<file path="config.mk">
export PLATFORM = sky130hd
export DESIGN_NAME = mem_arbiter
export DESIGN_NICKNAME = d
export VERILOG_FILES = /design/src/rtl/mem_arb_pkg.sv /design/src/rtl/mem_arb_timeout.sv /design/src/rtl/mem_arbiter.sv
export SDC_FILE = /design/constraint.sdc
export NUM_CORES = 1
export LEC_CHECK = 0
export ABC_CLOCK_PERIOD_IN_PS = 4300
export BUFFER_PORTS_ARGS = -buffer_cell sky130_fd_sc_hd__buf_2
export CAP_MARGIN = 10
export CORE_AREA = 2 2 108 110
export CTS_CLUSTER_SIZE = 10
export DETAILED_ROUTE_END_ITERATION = 6
export DIE_AREA = 0 0 110 112
export PLACE_DENSITY_LB_ADDON = 0.15
export RECOVER_POWER = 25
export SKIP_CTS_REPAIR_TIMING = 1
export SLEW_MARGIN = 30
export SYNTH_ARGS = -nofsm -noshare
export SYNTH_HDL_FRONTEND = slang
export SYNTH_HIERARCHICAL = 1
export SYNTH_SLANG_ARGS = --single-unit
</file>
<file path="constraint.sdc">
create_clock -name clk -period 4.3 [get_ports clk]
set_clock_uncertainty 0.1 [all_clocks]
set_input_delay 0.86 -clock clk [delete_from_list [all_inputs] [get_ports clk]]
set_output_delay 0.86 -clock clk [all_outputs]
set_load 0.02 [all_outputs]
</file>
<file path="src/rtl/mem_arb_pkg.sv">
// Shared types and bus widths for the memory arbiter.
// Optional feature macro used by mem_arbiter: MEM_ARB_RDATA_REG_EN.
package mem_arb_pkg;

  localparam int unsigned MEM_BUS_AW = 32;
  localparam int unsigned MEM_BUS_DW = 32;
  localparam int unsigned MEM_BUS_BW = MEM_BUS_DW / 8;

  typedef enum logic [1:0] {
    IDLE = 2'd0,
    ADDR = 2'd1,
    RESP = 2'd2,
    DONE = 2'd3
  } mem_arb_state_t;

  typedef enum logic {
    OWN_I = 1'b0,
    OWN_D = 1'b1
  } mem_arb_owner_t;

  // Command fields captured at grant and held on the bus until the handshake.
  typedef struct packed {
    logic                  we;
    logic [MEM_BUS_BW-1:0] be;
    logic [MEM_BUS_AW-1:0] addr;
    logic [MEM_BUS_DW-1:0] wdata;
  } mem_arb_cmd_t;

endpackage

</file>
<file path="src/rtl/mem_arb_timeout.sv">
// Saturating response-wait counter with synchronous clear and count enable.
// o_expired is high while the count equals TIMEOUT_CYCLES-1.
module mem_arb_timeout #(
  parameter int unsigned TIMEOUT_CYCLES = 255
) (
  input  logic clk,
  input  logic reset_n,
  input  logic i_clear,
  input  logic i_en,
  output logic o_expired
);

  localparam int unsigned CW = $clog2(TIMEOUT_CYCLES + 1);
  localparam logic [CW-1:0] CNT_MAX = {CW{1'b1}};
  localparam logic [CW-1:0] CNT_EXP = CW'(TIMEOUT_CYCLES - 1);

  logic [CW-1:0] r_cnt;

  // Count waiting cycles; hold at all-ones rather than wrap.
  always_ff @(posedge clk or negedge reset_n) begin
    if (!reset_n) begin
      r_cnt <= '0;
    end else if (i_clear) begin
      r_cnt <= '0;
    end else if (i_en && (r_cnt != CNT_MAX)) begin
      r_cnt <= r_cnt + CW'(1);
    end
  end

  assign o_expired = (r_cnt == CNT_EXP);

endmodule

</file>
<file path="src/rtl/mem_arbiter.sv">
// Single-bus arbiter between instruction fetch and load/store; data has
// priority, one transaction runs to completion before the next grant, and a
// response timeout completes a hung transaction with an error pulse.
// Optional feature macro: MEM_ARB_RDATA_REG_EN registers the completion into
// a DONE state so ready/err/rdata come from flops one cycle later.
module mem_arbiter
  import mem_arb_pkg::*;
#(
  parameter int unsigned TIMEOUT_CYCLES = 255
) (
  input  logic                  clk,
  input  logic                  reset_n,
  // Fetch port
  input  logic                  i_req,
  input  logic [MEM_BUS_AW-1:0] i_addr,
  input  logic                  i_kill,
  output logic [MEM_BUS_DW-1:0] i_rdata,
  output logic                  i_ready,
  output logic                  i_err,
  // Data port
  input  logic                  d_req,
  input  logic                  d_we,
  input  logic [MEM_BUS_BW-1:0] d_be,
  input  logic [MEM_BUS_AW-1:0] d_addr,
  input  logic [MEM_BUS_DW-1:0] d_wdata,
  output logic [MEM_BUS_DW-1:0] d_rdata,
  output logic                  d_ready,
  output logic                  d_err,
  // Memory bus
  output logic                  m_valid,
  input  logic                  m_ready,
  output logic                  m_we,
  output logic [MEM_BUS_BW-1:0] m_be,
  output logic [MEM_BUS_AW-1:0] m_addr,
  output logic [MEM_BUS_DW-1:0] m_wdata,
  input  logic                  m_rvalid,
  input  logic [MEM_BUS_DW-1:0] m_rdata
);

  mem_arb_state_t r_state, w_state_nxt;
  mem_arb_owner_t r_owner, w_owner_nxt;
  mem_arb_cmd_t   r_cmd,   w_cmd_nxt;
  logic           r_killed, w_killed_nxt;

  logic                  w_tmo_clr;
  logic                  w_tmo_en;
  logic                  w_expired;
  logic                  w_timed_out;
  logic                  w_resp_done;
  logic                  w_fin;
  logic                  w_fin_err;
  logic [MEM_BUS_DW-1:0] w_fin_rdata;
  logic                  w_i_live;

  // A real response always wins over an expiry in the same cycle.
  assign w_timed_out = (r_state == RESP) && !m_rvalid && w_expired;
  assign w_resp_done = (r_state == RESP) && (m_rvalid || w_expired);
  assign w_tmo_en    = (r_state == RESP) && !m_rvalid;

  mem_arb_timeout #(
    .TIMEOUT_CYCLES(TIMEOUT_CYCLES)
  ) u_timeout (
    .clk      (clk),
    .reset_n  (reset_n),
    .i_clear  (w_tmo_clr),
    .i_en     (w_tmo_en),
    .o_expired(w_expired)
  );

  // Next-state, grant selection and kill tracking.
  always_comb begin
    w_state_nxt  = r_state;
    w_owner_nxt  = r_owner;
    w_cmd_nxt    = r_cmd;
    w_killed_nxt = r_killed;
    w_tmo_clr    = 1'b0;
    unique case (r_state)
      IDLE: begin
        w_killed_nxt = 1'b0;
        if (d_req) begin
          w_owner_nxt = OWN_D;
          w_cmd_nxt   = '{we: d_we, be: d_be, addr: d_addr, wdata: d_wdata};
          w_state_nxt = ADDR;
        end else if (i_req && !i_kill) begin
          w_owner_nxt = OWN_I;
          w_cmd_nxt   = '{we: 1'b0, be: {MEM_BUS_BW{1'b1}}, addr: i_addr, wdata: '0};
          w_state_nxt = ADDR;
        end
      end
      ADDR: begin
        if (m_ready) begin
          w_tmo_clr   = 1'b1;
          w_state_nxt = RESP;
        end
      end
      RESP: begin
        if (w_resp_done) begin
`ifdef MEM_ARB_RDATA_REG_EN
          w_state_nxt = DONE;
`else
          w_state_nxt = IDLE;
`endif
        end
      end
      DONE: begin
        w_state_nxt = IDLE;
      end
      default: begin
        w_state_nxt = IDLE;
      end
    endcase
    // A branch kill while fetch owns the bus poisons the eventual completion.
    if ((r_state != IDLE) && (r_owner == OWN_I) && i_kill) begin
      w_killed_nxt = 1'b1;
    end
  end

  // State, owner, kill flag and latched command.
  always_ff @(posedge clk or negedge reset_n) begin
    if (!reset_n) begin
      r_state  <= IDLE;
      r_owner  <= OWN_I;
      r_cmd    <= '0;
      r_killed <= 1'b0;
    end else begin
      r_state  <= w_state_nxt;
      r_owner  <= w_owner_nxt;
      r_cmd    <= w_cmd_nxt;
      r_killed <= w_killed_nxt;
    end
  end

`ifdef MEM_ARB_RDATA_REG_EN
  logic                  r_fin_err;
  logic [MEM_BUS_DW-1:0] r_fin_rdata;

  // Capture the completion result for presentation from DONE.
  always_ff @(posedge clk or negedge reset_n) begin
    if (!reset_n) begin
      r_fin_err   <= 1'b0;
      r_fin_rdata <= '0;
    end else if (w_resp_done) begin
      r_fin_err   <= w_timed_out;
      r_fin_rdata <= w_timed_out ? '0 : m_rdata;
    end
  end

  assign w_fin       = (r_state == DONE);
  assign w_fin_err   = r_fin_err;
  assign w_fin_rdata = r_fin_rdata;
`else
  assign w_fin       = w_resp_done;
  assign w_fin_err   = w_timed_out;
  assign w_fin_rdata = w_timed_out ? '0 : m_rdata;
`endif

  // A kill in the completion cycle itself also discards the fetch.
  assign w_i_live = !r_killed && !i_kill;

  assign i_ready = w_fin && (r_owner == OWN_I) && w_i_live;
  assign i_err   = i_ready && w_fin_err;
  assign i_rdata = i_ready ? w_fin_rdata : '0;

  assign d_ready = w_fin && (r_owner == OWN_D);
  assign d_err   = d_ready && w_fin_err;
  assign d_rdata = d_ready ? w_fin_rdata : '0;

  assign m_valid = (r_state == ADDR);
  assign m_we    = r_cmd.we;
  assign m_be    = r_cmd.be;
  assign m_addr  = r_cmd.addr;
  assign m_wdata = r_cmd.wdata;

endmodule

</file>
Yosys cells after proc, flatten, opt, wreduce, memory -nomap -nowiden
Index checks and enable logic that the tools add are counted.

word-level totals
  input port bits = 140
  output and inout bits = 138
  word-level logic and storage cells = 60
  flip-flop bits (word level) = 81

cells by class
  muxes and demuxes = 18
  reduce and logical (&&, ||, !) cells = 24
  eq/ne operators = 8
  bitwise gates (word level) = 1
  add/subtract/negate cells = 1

operator list
  cell                                                             count
  69-bit two-way mux                                               2
  32-bit two-way mux                                               3
  8-bit two-way mux                                                2
  1-bit logical AND                                                13
  8-bit by 1-bit adder with 8-bit output, second input constant    1
  8-bit == test, second input constant                             1
  2-bit two-way mux                                                4
  8-bit != test, second input constant                             1
  2-bit one-hot mux with 4 select lines                            1
  2-bit nonzero test                                               4
  1-bit two-way mux                                                6
  2-bit == test, second input constant                             2
  1-bit logical NOT                                                3
  3-bit != test, second input constant                             1
  3-bit AND reduction                                              1
  2-bit by 1-bit == test with 1-bit output, second input constant  1
  2-bit logical NOT                                                1
  2-bit by 1-bit != test with 1-bit output, second input constant  1
  2-bit != test, second input constant                             1
  2-bit AND reduction                                              1
  1-bit logical OR                                                 1
  1-bit inverter                                                   1

Depth between registers and ports, before layout
Gate-level depths: netlist of the first run.

  word-level depth = 6
  gate-level depth with buffers = 6
  gate-level depth less buffers = 5

Modules after synthesis
Netlist of the first run, hierarchy kept.

by module, submodules not included
  module           cells an instance  seq. area each (µm²)  instances  area an instance (µm²)
  mem_arbiter      286                1826.8                1          3647.2
  mem_arb_timeout  53                 200.2                 1          495.5

Worst setup path before layout of the first run
OpenSTA, ideal clock, no wires.

  path kind = input port to output port
  from = in i_kill
  to = out i_rdata[10]
  stages = 4
  buffers on the path = 1
  setup slack = 1592 ps
  data required time = 3340 ps
  data arrival time = 1748 ps
  cell sequence = nor3_1 > and3_1 > clkbuf_1 > and2_1

between the ends
  word-level cells in the longest chain between the ends = 4

ends and longest elaborated chain
  element             RTL line            text
  start, declared     mem_arbiter.sv:16   input logic i_kill,
  1-bit logical NOT   mem_arbiter.sv:158  assign w_i_live = !r_killed && !i_kill;
  1-bit logical AND   mem_arbiter.sv:158
  1-bit logical AND   mem_arbiter.sv:160  assign i_ready = w_fin && (r_owner == OWN_I) && w_i_live;
  32-bit two-way mux  mem_arbiter.sv:162  assign i_rdata = i_ready ? w_fin_rdata : '0;
  end, declared       mem_arbiter.sv:17   output logic [MEM_BUS_DW-1:0] i_rdata,

Every way passes these cells.

Worst setup path in the final report of the first run
  from = in i_kill
  to = out i_rdata[19]

The elaborated chain is that of the path after synthesis.

==> results of run 1 <==
## critical path, delay by kind of cell
kind	cells	cell delay, ns
AND/OR/NAND/NOR	3	1.16
buffers and inverters	2	0.26
## placed cells by master, fill, tap and decap left out, types with 2 or more instances in the layout
master,count
nor3_1,5
and2_1,66
ha_1,2
nand2_1,3
inv_1,7
a22o_1,33
and3_1,8
mux2_4,27
nand4_1,2
bufinv_16,2
inv_6,2
o22a_1,4
buf_2,275
o21ai_0,2
mux2_2,38
a21o_1,2
a21oi_1,6
buf_4,4
clkbuf_16,9
dfrtp_1,81
nor2b_1,6
a211oi_1,2
nand3_1,4
nor2_1,4
## layout make-up
| cell class | instances | area, um^2 | share of cell area (%) |
|---|---|---|---|
| repair buffers | 281 | 1420 | 23.8 |
| flip-flops and latches | 81 | 2030 | 34.2 |
| clock buffers | 10 | 239 | 4.03 |
| clock inverters | 6 | 97.6 | 1.64 |
| well taps | 143 | 179 | 3.01 |
| multi-input cells | 226 | 1950 | 32.9 |
| inverters | 7 | 26.3 | 0.443 |
## sequential cells by signal, summed over array words and instances (netlist names)
name	count
r_state	2
m_we	1
m_be	4
r_owner	1
m_wdata	32
r_killed	1
m_addr	32
u_timeout/r_cnt	8
## per-layer routing
metal	up-vias	track usage [%]	part of all wire, %
li1	1726	-	-
met1	1693	20.2	38
met2	170	33.7	52
met3	13	5.04	8.2
met4	0	5.49	1.5
met5	-	0	0
## power groups by stage
stage / clock (mW) / combinational (mW) / sequential [mW]
2_1_floorplan: 0 / 0.811 / 1.68
3_3_place_gp: 0 / 1.74 / 1.29
3_5_place_dp: 0 / 1.76 / 1.29
4_1_cts: 0.876 / 1.76 / 1.29
5_1_grt: 0.914 / 1.86 / 1.34
6_report: 0.856 / 1.73 / 1.29
## per-stage QoR
stage          instance area, um^2  worst slack (ns)
6_report                      5930              1.05
5_1_grt                       5930             0.840
4_1_cts                       5940              1.03
3_5_place_dp                  5610              1.03
3_3_place_gp                  5600              1.12
2_1_floorplan                 4140              1.59
## cell families (layout without fill, tap and decap cells)
kind of cell             count (synthesis)  in the layout
AO/OA/AOI/OAI                           56             56
AND/OR/NAND/NOR                        102            102
multiplexers                            66             66
buffers and inverters                   32            304
adder cells (fa/ha/maj)                  2              2
flip-flops                              81             81
## how the worst min path moves through the flow
stage / start / endpoint / slack [ns] / cells after the start
after global routing: m_wdata[7] / m_wdata[7] / 0.40 / 1
after CTS: m_be[1] / m_be[1] / 0.39 / 1
after detailed placement: m_wdata[28] / m_wdata[28] / 0.38 / 1
after floorplan: r_killed / r_killed / 0.36 / 2
after global placement: m_be[1] / m_be[1] / 0.37 / 1
final: m_be[3] / m_be[3] / 0.39 / 1
==> summary.txt, run 1 <==
Area of the core: 0.0112 mm^2
Reg2reg end: m_addr[4]
Die area: 0.0123 mm^2
P&R area growth vs syn: 43.2%
Mux contribution to synthesized area: 20.4%
Simple-gate portion of the synthesized area: 14.9%
Pwr Total: 3.88 mW
Synth area leader: dfrtp_1
Layout cells sized above 1: 59.9%
R2R Setup Slk: 2.41 ns
Top-area cell type share of the netlist area: 48.9%
Wire length per cell: 15.1 um
Number of synthesized register bits: 81
Gate power share: 44.6%
Final Cycle Share: 75.7%
Int Power: 2.40 mW
Crit path kind: primary input to output port
Top-level port count: 278
Drt first pass iters: 4
Placer Congestion: 0.757
Die Ht: 112 um
Adder-Cell Fraction of Synth Area: 0.604%
Worst Path Required: 3.34 ns
Reg2reg start: r_state[0]
Cell Rows: 39
All-Layer GR Usage: 18.3%
Final #Nets: 748
Crit path from: i_kill
Detailed placement HPWL: 8710 um
Post-route ant nets: 0
CTS tree: built
Status: finished, violations left
Post-Syn Instances: 339
VDD IR-drop max: 0.355 mV
Placed Cells: 738
WP data arrival: 2.29 ns
Crit path max fanout: 32
Starting Density: 37.1%
Max-Cap Viols: 1
Root Driver: clkbuf_16
CP max stage cell: and3_1
Psw: 1.48 mW
Fin. Hold Viols: 0
Max-slew headroom: -32.7%
Violated checks: max-capacitance violations, max-slew violations
Largest stage delay, worst path: 0.68 ns
Antenna diode count: 0
Sum of negative setup slack: 0 ns
EDFF count, synth: 0
Asr flop ratio synth: 100%
Power per cell area: 654 mW/mm^2
Crit. End Element: output port
Die width: 110 um
Final std cells w/o fill: 754
Distinct cells, synth: 35
# port buffers: 277
Clock slew at reported path FFs: 0.06 ns
Clk sink count: 81
Synthesized area: 0.00414 mm^2
Syn_nets: 481
First-pass GRT wire length: 17,400 um
Vias: 3,602
Pleak: 3.26 nW
Detailed-route DRC error count: 0
Synth Area in Compound Gates: 10.9%
Hold WS: 0.391 ns
Largest family of logic cells by synthesized area: multiplexers
Fmax: 0.307 GHz
Slew @ Worst Pin: 1.99 ns
Fill cells: 993
Main flop type after synthesis: dfrtp_1
Post-synth top cells: dfrtp_1, and2_1, mux2_2
CP cell instances: clkbuf_1, nor3_1, and3_1, and2_1, buf_2
Worst setup path end: i_rdata[19]
Clock share of power: 22.0%
DR vias/cell: 4.78
Largest net degree at the start of global routing: 82
Final Max Slew Viols: 82
Most numerous cell in the Yosys netlist: dfrtp_1
Sequential fraction of the synthesis area: 48.9%
# setup viols final: 0
Gr ovfl total: 0
WL final: 11,400 um
Worst setup SP type: primary input
Iteration-0 DRC Markers: 104
Worst hold path class: flip-flop to flip-flop
Avg Cell Area, Syn: 12.2 um^2
RSZ-0062 raised after global routing: no
Sw Share: 38.2%
Post-synthesis xor/xnor area fraction: 0%
Reg power frac: 33.4%
Clock Path Buffers: 2
Ys Warns: 6
Initial antenna violation count: 0
CTS buffer count: 9
Later-pin clock latency in the skew report: 0.33 ns
Utilization after layout: 53.1%
Tmin final: 3.25 ns
Htree depth: 3
R2R depth: 3
Top post-synthesis cells by area: dfrtp_1, mux2_2, and2_1
Vias in the first global route: 3,539
(Power assumes the default switching activity.)
==> run 2: changes to the inputs <==
--- a/config.mk
+++ b/config.mk
@@ -5,13 +5,13 @@
 export SDC_FILE = /design/constraint.sdc
 export NUM_CORES = 1
 export LEC_CHECK = 0
-export ABC_CLOCK_PERIOD_IN_PS = 4300
+export ABC_CLOCK_PERIOD_IN_PS = 3100
 export BUFFER_PORTS_ARGS = -buffer_cell sky130_fd_sc_hd__buf_2
 export CAP_MARGIN = 10
-export CORE_AREA = 2 2 108 110
+export CORE_AREA = 2 2 109 111
 export CTS_CLUSTER_SIZE = 10
 export DETAILED_ROUTE_END_ITERATION = 6
-export DIE_AREA = 0 0 110 112
+export DIE_AREA = 0 0 111 113
 export PLACE_DENSITY_LB_ADDON = 0.15
 export RECOVER_POWER = 25
 export SKIP_CTS_REPAIR_TIMING = 1
==> constraint.sdc (replaced) <==
create_clock -name clk -period 3.1 [get_ports clk]
set_clock_uncertainty 0.1 [all_clocks]
set_input_delay 0.62 -clock clk [delete_from_list [all_inputs] [get_ports clk]]
set_output_delay 0.62 -clock clk [all_outputs]
set_load 0.02 [all_outputs]
==> summary.txt, run 2 (synthesis results as in run 1) <==
Clk sink count: 81
Status: finished, violations left
Post-route ant nets: 0
Psw: 2.05 mW
Clock slew at reported path FFs: 0.06 ns
Power per cell area: 900 mW/mm^2
Worst Path Required: 2.38 ns
Max-Cap Viols: 1
Violated checks: max-capacitance violations, max-slew violations
Wire length per cell: 15.8 um
Vias: 3,619
Sum of negative setup slack: 0 ns
Die Ht: 113 um
# setup viols final: 0
Gr ovfl total: 0
Area of the core: 0.0113 mm^2
Placed Cells: 742
Gate power share: 45.4%
Final Max Slew Viols: 45
Starting Density: 36.8%
RSZ-0062 raised after global routing: no
P&R area growth vs syn: 43.4%
Int Power: 3.30 mW
Vias in the first global route: 3,640
Final Cycle Share: 87.8%
Die area: 0.0125 mm^2
GRT busiest layer: met2
Final #Nets: 752
CTS tree: built
Layout cells sized above 1: 59.8%
# port buffers: 277
Fmax: 0.367 GHz
Fin. Hold Viols: 0
Reg power frac: 33.5%
CP cell instances: nor2b_1, and3_1, and2_1, buf_2
CP max stage cell: and3_1
All-Layer GR Usage: 18.9%
Cell Rows: 39
Worst setup SP type: flip-flop
WL final: 12,000 um
Htree depth: 3
Initial antenna violation count: 1
Clock share of power: 21.1%
First-pass GRT wire length: 18,700 um
Final std cells w/o fill: 759
Root Driver: clkbuf_16
Placer Congestion: 0.917
Crit path kind: flip-flop to output port
CTS buffer count: 9
Max-slew headroom: -54.5%
Crit. End Element: output port
Crit path max fanout: 32
Commonest cells after routing, fill and taps aside: buf_2, dfrtp_1, and2_1
Iteration-0 DRC Markers: 109
VDD IR-drop max: 0.427 mV
Largest stage delay, worst path: 0.69 ns
WP data arrival: 2.00 ns
Drt first pass iters: 4
DR vias/cell: 4.77
Top-level port count: 278
Die width: 111 um
Detailed placement HPWL: 9380 um
Slew @ Worst Pin: 2.32 ns
Sw Share: 38.3%
Pleak: 3.27 nW
Detailed-route DRC error count: 0
Most common cell after layout, fill and taps aside: buf_2
Clock Path Buffers: 2
Later-pin clock latency in the skew report: 0.33 ns
Routing usage on met1: 22.0%
Tmin final: 2.72 ns
Worst hold path class: primary input to flip-flop
Met2 Use GR: 33.9%
Largest net degree at the start of global routing: 45
Met3 layer usage reported by global route: 5.14%
==> run 2: area by class of cell <==
type	count	area, um^2
multi-input combinational	226	1940
antenna	1	2.50
timing repair buffer	285	1450
clock inverter	6	90.1
tap	143	179
sequential	81	2030
clock buffer	10	229
inverter	7	26.3
fill	1016	5330
==> run 2: per-stage QoR <==
| step | hold slack, ns | util (%) | worst slack (ns) | total power, mW | cell area, um^2 |
|---|---|---|---|---|---|
| 2_1_floorplan | 0.224 | - | 0.872 | 3.45 | 4140 |
| 3_3_place_gp | 0.376 | 49.9 | 0.623 | 4.21 | 5630 |
| 3_5_place_dp | 0.376 | 49.9 | 0.577 | 4.26 | 5630 |
| 4_1_cts | 0.191 | 52.7 | 0.312 | 5.42 | 5940 |
| 5_1_grt | 0.394 | 52.7 | 0.134 | 5.65 | 5940 |
| 6_report | 0.379 | 52.7 | 0.377 | 5.35 | 5940 |
==> run 2: per-layer routing <==
layer  part of all wire (%)  up-vias
met5                      0        -
met4                    2.1        0
met3                    7.7       16
met2                     51      186
met1                     39     1680
li1                       -     1737
==> run 2: path summary, 6_finish.rpt <==
check / startpoint / to / slack (ns) / cells past startpoint
setup / recovery: r_state[0] / d_rdata[15] / 0.38 / 4
hold / removal: m_ready / r_state[0] / 0.38 / 2
setup reg to reg: r_state[0] / m_addr[2] / 1.00 / 4
hold reg to reg: m_be[1] / m_be[1] / 0.39 / 1
max in group asynchronous: reset_n / u_timeout/r_cnt[1] / 0.67 / 2
min in group asynchronous: reset_n / m_addr[16] / 0.87 / 1
==> run 2: power groups by stage <==
stage	clock, mW	combinational [mW]	sequential [mW]
3_5_place_dp	0	2.46	1.79
4_1_cts	1.16	2.46	1.80
2_1_floorplan	0	1.13	2.32
3_3_place_gp	0	2.41	1.79
6_report	1.13	2.43	1.79
5_1_grt	1.21	2.59	1.85
==> run 2: critical path: cells and delay by family, from the launching register on <==
family                 cells  cell delay, ns
buffers and inverters      1            0.16
and+or+nand+nor            3            1.11
DFF                        1            0.38
